==> config.mk <==
export PLATFORM = sky130hd
export DESIGN_NAME = vane_adc_responder
export DESIGN_NICKNAME = d
export VERILOG_FILES = /design/src/rtl/vane_adc_responder.sv
export SDC_FILE = /design/constraint.sdc
export NUM_CORES = 1
export LEC_CHECK = 0
export BUFFER_PORTS_ARGS = -buffer_cell sky130_fd_sc_hd__clkbuf_2
export CORE_ASPECT_RATIO = 1.4
export CORE_MARGIN = 2
export CORE_UTILIZATION = 55
export DETAILED_ROUTE_END_ITERATION = 8
export PLACE_DENSITY_LB_ADDON = 0.25
export SLEW_MARGIN = 20
export SYNTH_ARGS = -nofsm -noshare
export SYNTH_HDL_FRONTEND = slang
export SYNTH_SLANG_ARGS = --single-unit
export TNS_END_PERCENT = 5
==> constraint.sdc <==
create_clock -name Clock -period 2.2 [get_ports Clock]
set_input_delay 0.44 -clock Clock [delete_from_list [all_inputs] [get_ports Clock]]
set_output_delay 0.44 -clock Clock [all_outputs]
set_load 0.1 [all_outputs]
==> src/rtl/vane_adc_responder.sv <==
// vane_adc_responder
// SPI responder standing in for the wind-vane ADC. Each chip-select frame
// returns SAMPLE_CLKS zero bits, a null bit and a DATA_W-bit word, MSB
// first. Data changes on SPICLK falls so the initiator samples on rises.
// SPICLK and nVaneCS are asynchronous and are resynchronised to Clock.
// DATA_W must be at least 2.
module vane_adc_responder #(
    parameter int DATA_W      = 10,
    parameter int SAMPLE_CLKS = 2
) (
    input  logic              Clock,
    input  logic              Reset,
    input  logic              SPICLK,
    input  logic              nVaneCS,
    input  logic [DATA_W-1:0] sample_in,
    output logic              MISO,
    output logic              miso_oe,
    output logic              frame_done,
    output logic              frame_abort,
    output logic [15:0]       frame_count
);

    localparam int CNT_W = (SAMPLE_CLKS > 1) ? $clog2(SAMPLE_CLKS + 1) : 1;
    localparam int IDX_W = (DATA_W > 1) ? $clog2(DATA_W) : 1;

    localparam logic [2:0] ST_IDLE   = 3'd0;
    localparam logic [2:0] ST_SAMPLE = 3'd1;
    localparam logic [2:0] ST_NULL   = 3'd2;
    localparam logic [2:0] ST_DATA   = 3'd3;
    localparam logic [2:0] ST_TRAIL  = 3'd4;

    // Synchroniser and history registers. CS resets to its idle (high) level.
    logic sclk_meta_reg, sclk_sync_reg, sclk_hist_reg;
    logic cs_meta_reg, cs_sync_reg, cs_hist_reg;

    logic cs_fall, cs_rise, sclk_fall;

    logic [2:0]        state_reg, state_next;
    logic [DATA_W-1:0] shift_reg, shift_next;
    logic [CNT_W-1:0]  fall_cnt_reg, fall_cnt_next;
    logic [IDX_W-1:0]  bit_idx_reg, bit_idx_next;
    logic              bit_val_reg, bit_val_next;
    logic              done_reg, done_next;
    logic              abort_reg, abort_next;
    logic [15:0]       frame_count_reg, frame_count_next;
    logic              miso_reg, miso_oe_reg;

    // Two-flop synchronisers followed by one history stage for edge detection
    always_ff @(posedge Clock or posedge Reset) begin
        if (Reset) begin
            sclk_meta_reg <= 1'b0;
            sclk_sync_reg <= 1'b0;
            sclk_hist_reg <= 1'b0;
            cs_meta_reg   <= 1'b1;
            cs_sync_reg   <= 1'b1;
            cs_hist_reg   <= 1'b1;
        end else begin
            sclk_meta_reg <= SPICLK;
            sclk_sync_reg <= sclk_meta_reg;
            sclk_hist_reg <= sclk_sync_reg;
            cs_meta_reg   <= nVaneCS;
            cs_sync_reg   <= cs_meta_reg;
            cs_hist_reg   <= cs_sync_reg;
        end
    end

    assign cs_fall   = cs_hist_reg & ~cs_sync_reg;
    assign cs_rise   = ~cs_hist_reg & cs_sync_reg;
    assign sclk_fall = sclk_hist_reg & ~sclk_sync_reg;

    // Frame sequencing: CS rise outranks any SCLK fall seen in the same cycle
    always_comb begin
        state_next       = state_reg;
        shift_next       = shift_reg;
        fall_cnt_next    = fall_cnt_reg;
        bit_idx_next     = bit_idx_reg;
        bit_val_next     = bit_val_reg;
        done_next        = 1'b0;
        abort_next       = 1'b0;
        frame_count_next = frame_count_reg;

        if (state_reg == ST_IDLE) begin
            // SCLK is ignored here, which also drops a fall coinciding with CS fall
            if (cs_fall) begin
                shift_next    = sample_in;
                fall_cnt_next = '0;
                bit_val_next  = 1'b0;
                state_next    = (SAMPLE_CLKS == 0) ? ST_NULL : ST_SAMPLE;
            end
        end else if (cs_rise) begin
            state_next   = ST_IDLE;
            bit_val_next = 1'b0;
            // A frame counts as complete once the LSB is on the wire
            if (state_reg == ST_TRAIL ||
                (state_reg == ST_DATA && bit_idx_reg == '0)) begin
                done_next        = 1'b1;
                frame_count_next = frame_count_reg + 16'd1;
            end else begin
                abort_next = 1'b1;
            end
        end else if (sclk_fall) begin
            case (state_reg)
                ST_SAMPLE: begin
                    if (fall_cnt_reg == CNT_W'(SAMPLE_CLKS - 1)) begin
                        state_next   = ST_NULL;
                        bit_val_next = 1'b0;
                    end else begin
                        fall_cnt_next = fall_cnt_reg + 1'b1;
                    end
                end
                ST_NULL: begin
                    bit_val_next = shift_reg[DATA_W-1];
                    bit_idx_next = IDX_W'(DATA_W - 1);
                    state_next   = ST_DATA;
                end
                ST_DATA: begin
                    if (bit_idx_reg == '0) begin
                        state_next   = ST_TRAIL;
                        bit_val_next = 1'b0;
                    end else begin
                        shift_next   = {shift_reg[DATA_W-2:0], 1'b0};
                        bit_val_next = shift_reg[DATA_W-2];
                        bit_idx_next = bit_idx_reg - 1'b1;
                    end
                end
                default: begin
                    // TRAIL: extra clocks after the LSB are ignored
                end
            endcase
        end
    end

    // Frame state registers; reset abandons a frame without any pulse
    always_ff @(posedge Clock or posedge Reset) begin
        if (Reset) begin
            state_reg       <= ST_IDLE;
            shift_reg       <= '0;
            fall_cnt_reg    <= '0;
            bit_idx_reg     <= '0;
            bit_val_reg     <= 1'b0;
            done_reg        <= 1'b0;
            abort_reg       <= 1'b0;
            frame_count_reg <= '0;
        end else begin
            state_reg       <= state_next;
            shift_reg       <= shift_next;
            fall_cnt_reg    <= fall_cnt_next;
            bit_idx_reg     <= bit_idx_next;
            bit_val_reg     <= bit_val_next;
            done_reg        <= done_next;
            abort_reg       <= abort_next;
            frame_count_reg <= frame_count_next;
        end
    end

    // Pad-facing output stage, one cycle behind the frame state
    always_ff @(posedge Clock or posedge Reset) begin
        if (Reset) begin
            miso_reg    <= 1'b0;
            miso_oe_reg <= 1'b0;
        end else begin
            miso_reg    <= bit_val_reg;
            miso_oe_reg <= (state_reg != ST_IDLE);
        end
    end

    assign MISO        = miso_reg;
    assign miso_oe     = miso_oe_reg;
    assign frame_done  = done_reg;
    assign frame_abort = abort_reg;
    assign frame_count = frame_count_reg;

endmodule

== Word level (Yosys, flattened, before mapping) ==
Index checks and enable logic that the tools add are counted.

* Add/sub/neg operators: 3
* Equality and inequality tests: 12
* Mux-type cells: 34
* Bitwise gates (word level): 8
* Reduce and logical (&&, ||, !) cells: 17

{| class="wikitable"
|+ Operators by type and width
! operator !! number
|-
| $mux W10 || 6
|-
| $reduce_and A5 Y1 || 4
|-
| $mux W3 || 6
|-
| $add A16 B1 Y16 const B || 1
|-
| $mux W1 || 12
|-
| $mux W2 || 6
|-
| $pmux W3 S3 || 1
|-
| $ne A2 B2 Y1 const B || 4
|-
| $pmux W4 S2 || 1
|-
| $reduce_bool A2 Y1 || 4
|-
| $eq A3 B2 Y1 const B || 2
|-
| $reduce_bool A3 Y1 || 2
|-
| $not A1 Y1 || 5
|-
| $reduce_bool A5 Y1 || 1
|-
| $logic_not A4 Y1 || 1
|-
| $mux W4 || 1
|-
| $ne A4 B3 Y1 const B || 1
|-
| $ne A4 B4 Y1 const B || 1
|-
| $reduce_and A4 Y1 || 1
|-
| $sub A4 B1 Y4 const B || 1
|-
| $and A1 B1 Y1 || 3
|-
| $eq A3 B1 Y1 const B || 1
|-
| $eq A3 B3 Y1 const B || 1
|-
| $logic_not A3 Y1 || 1
|-
| 7 further kinds || 7
|}

* Register bits after elaboration: 46
* Bits of input ports: 14
* Output and inout bits: 20
* Word-level logic and storage cells: 90

== Logic depth before layout (Yosys ltp) ==
* Depth after elaboration: 6
* Mapped depth: 7
* Gate-level depth less buffers: 6

== Worst setup path before layout ==
No wires, ideal clock.

* Kind: reg2reg
* Start point: register frame_count_reg[2] (netlist: frame_count[2])
* End point: register frame_count_reg[14] (netlist: frame_count[14])
* Setup time: 0.162 ns
* Arrival: 1.912 ns
* Data required time: 2.038 ns
* Slack: 0.126 ns
* Stages on the path, launching flop included: 5
* Buffers on the path: 0
* Clock period less this slack: 2.074 ns
* Cells stage by stage: dfrtp_1 > and4_1 > nand4_1 > nor4_1 > xor2_1

* Cells in the longest elaborated chain, start to end: 1

{| class="wikitable"
|+ Ends and longest elaborated chain
! item !! RTL line !! source
|-
| from (decl) || 45 || <nowiki>logic [15:0] frame_count_reg, frame_count_next;</nowiki>
|-
| from (signal assigned) || 152 || <nowiki>frame_count_reg <= frame_count_next;</nowiki>
|-
| $add A16 B1 Y16 || 97 || <nowiki>frame_count_next = frame_count_reg + 16'd1;</nowiki>
|}

Every way passes these cells.
A chain may end at the register's enable or synchronous reset.

== Final worst setup path ==
* Start point: register bit_idx_reg[1]
* End point: register shift_reg[2]

* Cells in the longest elaborated chain, start to end: 3

{| class="wikitable"
|+ Ends and longest elaborated chain
! item !! RTL line !! source
|-
| from (decl) || 41 || <nowiki>logic [IDX_W-1:0] bit_idx_reg, bit_idx_next;</nowiki>
|-
| from (signal assigned) || 148 || <nowiki>bit_idx_reg <= bit_idx_next;</nowiki>
|-
| $logic_not A4 Y1 || 117 || <nowiki>if (bit_idx_reg == '0) begin</nowiki>
|-
| $ne A2 B2 Y1 (no line) || n/a ||
|-
| $reduce_and A5 Y1 (no line) || n/a ||
|-
| to (signal assigned) || 146 || <nowiki>shift_reg <= shift_next;</nowiki>
|-
| to (decl) || 39 || <nowiki>logic [DATA_W-1:0] shift_reg, shift_next;</nowiki>
|}

Every way passes these cells.

==> results.md <==
* Via count at 1682
* Synth cell types at 46
* Ys async rst share at 100.0%
* Core area at 3953 um2
* Max FO, Critical Path at 10
* Status: complete, no violations
* Worst EP required at 2.38 ns
* End of the worst register-to-register path: shift_reg[2]
* Max-cap violations at 0
* DRC errors left at 0
* Post-cts hold buffer count at 0
* Average cell area after synthesis at 10.75 um2
* CP arrival at 2.16 ns
* Worst-margin pin slew at 0.5674 ns
* Mapped Area at 2258 um2
* First-pass GRT wire length at 7410 um
* Clock tree sinks at 46
* Final net count at 267
* Setup CP Type: flip-flop to flip-flop
* Deepest clock path buffer count at 2
* Routed WL at 4216 um
* Worst Skew at 0.004134 ns
* Setup_tns at 0 ns
* Post-Synth XOR/XNOR Area at 5.817%
* PortBufs at 33
* Largest net degree at the start of global routing at 47
* Startpoint Class: flip-flop
* Hpwl dp at 3049 um
* Lkg Pwr at 1.266 nW
* Ys Warns at 0
* Number of setup violations in the final report at 0
* Final cell count without fillers at 293
* RSZ-0062 raised after global routing: no
* Largest family of logic cells by synthesized area: simple AND/OR/NAND/NOR gates
* Sequential area share after synthesis at 51.14%
* Wirelength per Cell at 14.39 um
* Max FFs per register at 16
* H-Tree Depth at 2
* CP Capture Type: flip-flop
* Synth-to-layout area growth at 15.24%
* Synth Area in Compound Gates at 10.19%
* Worst vdd ir at 0.0008762 V
* Worst path cell trace: inv_1 -> ha_1 -> or3b_2 -> nand4b_1 -> a21oi_4 -> mux2_1
* TritonCTS Buffers at 5
* Hold Path Origin: nVaneCS
* Crit-path max cell delay at 0.50 ns
* Syn_nets at 228
* Clk Latency, worst-skew pair at 0.29 ns
* Slowest stage cell on the critical path: or3b_2
* Synth Area in Simple Gates at 20.94%
* Vias in the first global route at 1612
* Crit path launch: bit_idx_reg[1]
* Hold endpoint: cs_meta_reg
* GP Congestion at 0.8105
* Initial antenna violation count at 0
* Ports at 34
* Final Hold Fails at 0
* Drt pass-1 iters at 4
* CTS resizes at 0
* Congestion Overflow GR at 0
* Diode count at 0
* Slew margin rel. at 62.17%
* Family with the most delay on the worst path: simple AND/OR/NAND/NOR gates
* Main synth FF type: dfrtp_1
* Clk slew on worst S/H paths at 0.08 ns
* Maximum clock rate at 503.5 MHz
* Mux contribution to synthesized area at 6.371%
* Root Driver: clkbuf_8
* Final Slew Violations at 0
* Dpl cells at 285
* Post-CTS Setup Inserts at 0
* TritonCTS clock tree: done
* Site row count at 27
* Area share of fa/ha/maj cells after synthesis at 2.216%
* Commonest non-fill, non-tap cell in the layout: dfrtp_1
* Initial Util at 57.14%
* Reg2Reg Depth at 6
* Die W at 58.16 um
* GRT Total Usage at 20.69%
* CP Buf/Inv Count at 1
* Layout cells sized above 1 at 28.00%
* Power Density at 1121 nW/um2
* Min-delay worst type: input pin to flip-flop
* EDFF count, synth at 0
* RR Startpoint: bit_idx_reg[1]
* Post-route ant nets at 0
* #FFs+latches synth at 46
* Commonest cells after routing, fill and taps aside: dfrtp_1 (43), clkbuf_2 (33), nand2_1 (31)
* Die height at 79.82 um
* Drt initial violations at 44
* WHS Path Cells at 1
* Tmin final at 1.986 ns
* Via density at 5.741
* Die footprint at 4642 um2
* Worst reg-to-reg setup slack at 0.21 ns
* Tcrit/Tclk final at 90.27%
* Gate Count Post-Synth at 210
power breakdown:
group | internal [W] | leakage (nW) | switching [W]
Sequential | 0.00102 | 0.600 | 0.000147
Combinational | 0.000449 | 0.613 | 0.000694
Clock | 0.000340 | 0.0524 | 0.000268
Total | 0.00181 | 1.27 | 0.00111
how the worst max path moves through the flow:
stage | slack [ns] | to | cells past startpoint
2_1_floorplan | 0.13 | frame_count[14] | 4
3_3_place_gp | 0.32 | shift_reg[3] | 6
3_5_place_dp | 0.25 | frame_count[1] | 6
4_1_cts | 0.23 | shift_reg[2] | 6
5_1_grt | 0.14 | frame_count[1] | 6
6_report | 0.21 | shift_reg[2] | 6
through the flow:
stage          power, W  area, um2  setup WS (ns)  util, %  hold slack [ns]
3_5_place_dp   0.002324       2496         0.2465    63.15           0.3402
4_1_cts        0.002929       2603         0.2268    65.84           0.2164
5_1_grt        0.003108       2603         0.1408    65.84           0.2113
6_report       0.002917       2603         0.2140    65.84           0.2248
2_1_floorplan  0.002068       2258         0.1262        -           0.3312
3_3_place_gp   0.002289       2496         0.3172    63.15           0.3340
synthesized netlist by cell type, types with 3 or more instances:
cell	instances	area (um2)
dfstp_2	3	78.83
xor2_1	9	78.83
ha_1	4	50.05
nor2_1	6	22.52
nor2b_1	4	25.02
clkbuf_1	5	18.77
nor4_1	4	25.02
dfrtp_1	43	1076
o22ai_1	5	31.28
nand2_1	31	116.4
buf_2	3	15.01
inv_1	8	30.03
nor3_1	3	15.01
and4_1	3	26.28
nand4_1	6	37.54
nand3_1	9	45.04
o21ai_0	5	25.02
a21oi_1	5	25.02
xnor2_1	6	52.55
mux2_2	9	101.4
nand2b_1	4	25.02
worst register-to-register path, delay by kind of cell (launching register included):
kind | cells | cell delay, ns
multiplexers | 1 | 0.33
AND/OR/NAND/NOR | 2 | 0.67
AO/OA/AOI/OAI | 1 | 0.13
buffers and inverters | 1 | 0.13
flip-flops | 1 | 0.40
adder cells (fa/ha/maj) | 1 | 0.22
cell type report:
type                       instances  area [um2]
fill                             326        1350
sequential                        46        1155
multi-input combinational        146        1028
timing repair buffer              41       225.2
clock buffer                       7       76.32
tap                               43       53.80
inverter                           9       33.78
clock inverter                     1       30.03
per-layer routing:
layer	global-route usage [%]	up-vias	wire length [um]
met4	7.442	0	76
met5	0	-	0
met3	3.890	10	162
met1	26.62	806	1779
li1	-	822	-
met2	34.43	44	2198
kinds of logic (layout without fill, tap and decap cells):
group | count (synthesis) | after routing
flops | 46 | 46
mux | 13 | 13
simple gates | 84 | 84
compound gates | 30 | 30
xor+xnor | 15 | 15
fa+ha+maj | 4 | 4
buf+inv | 18 | 58
No activity file was read; power rests on OpenSTA's default activity.
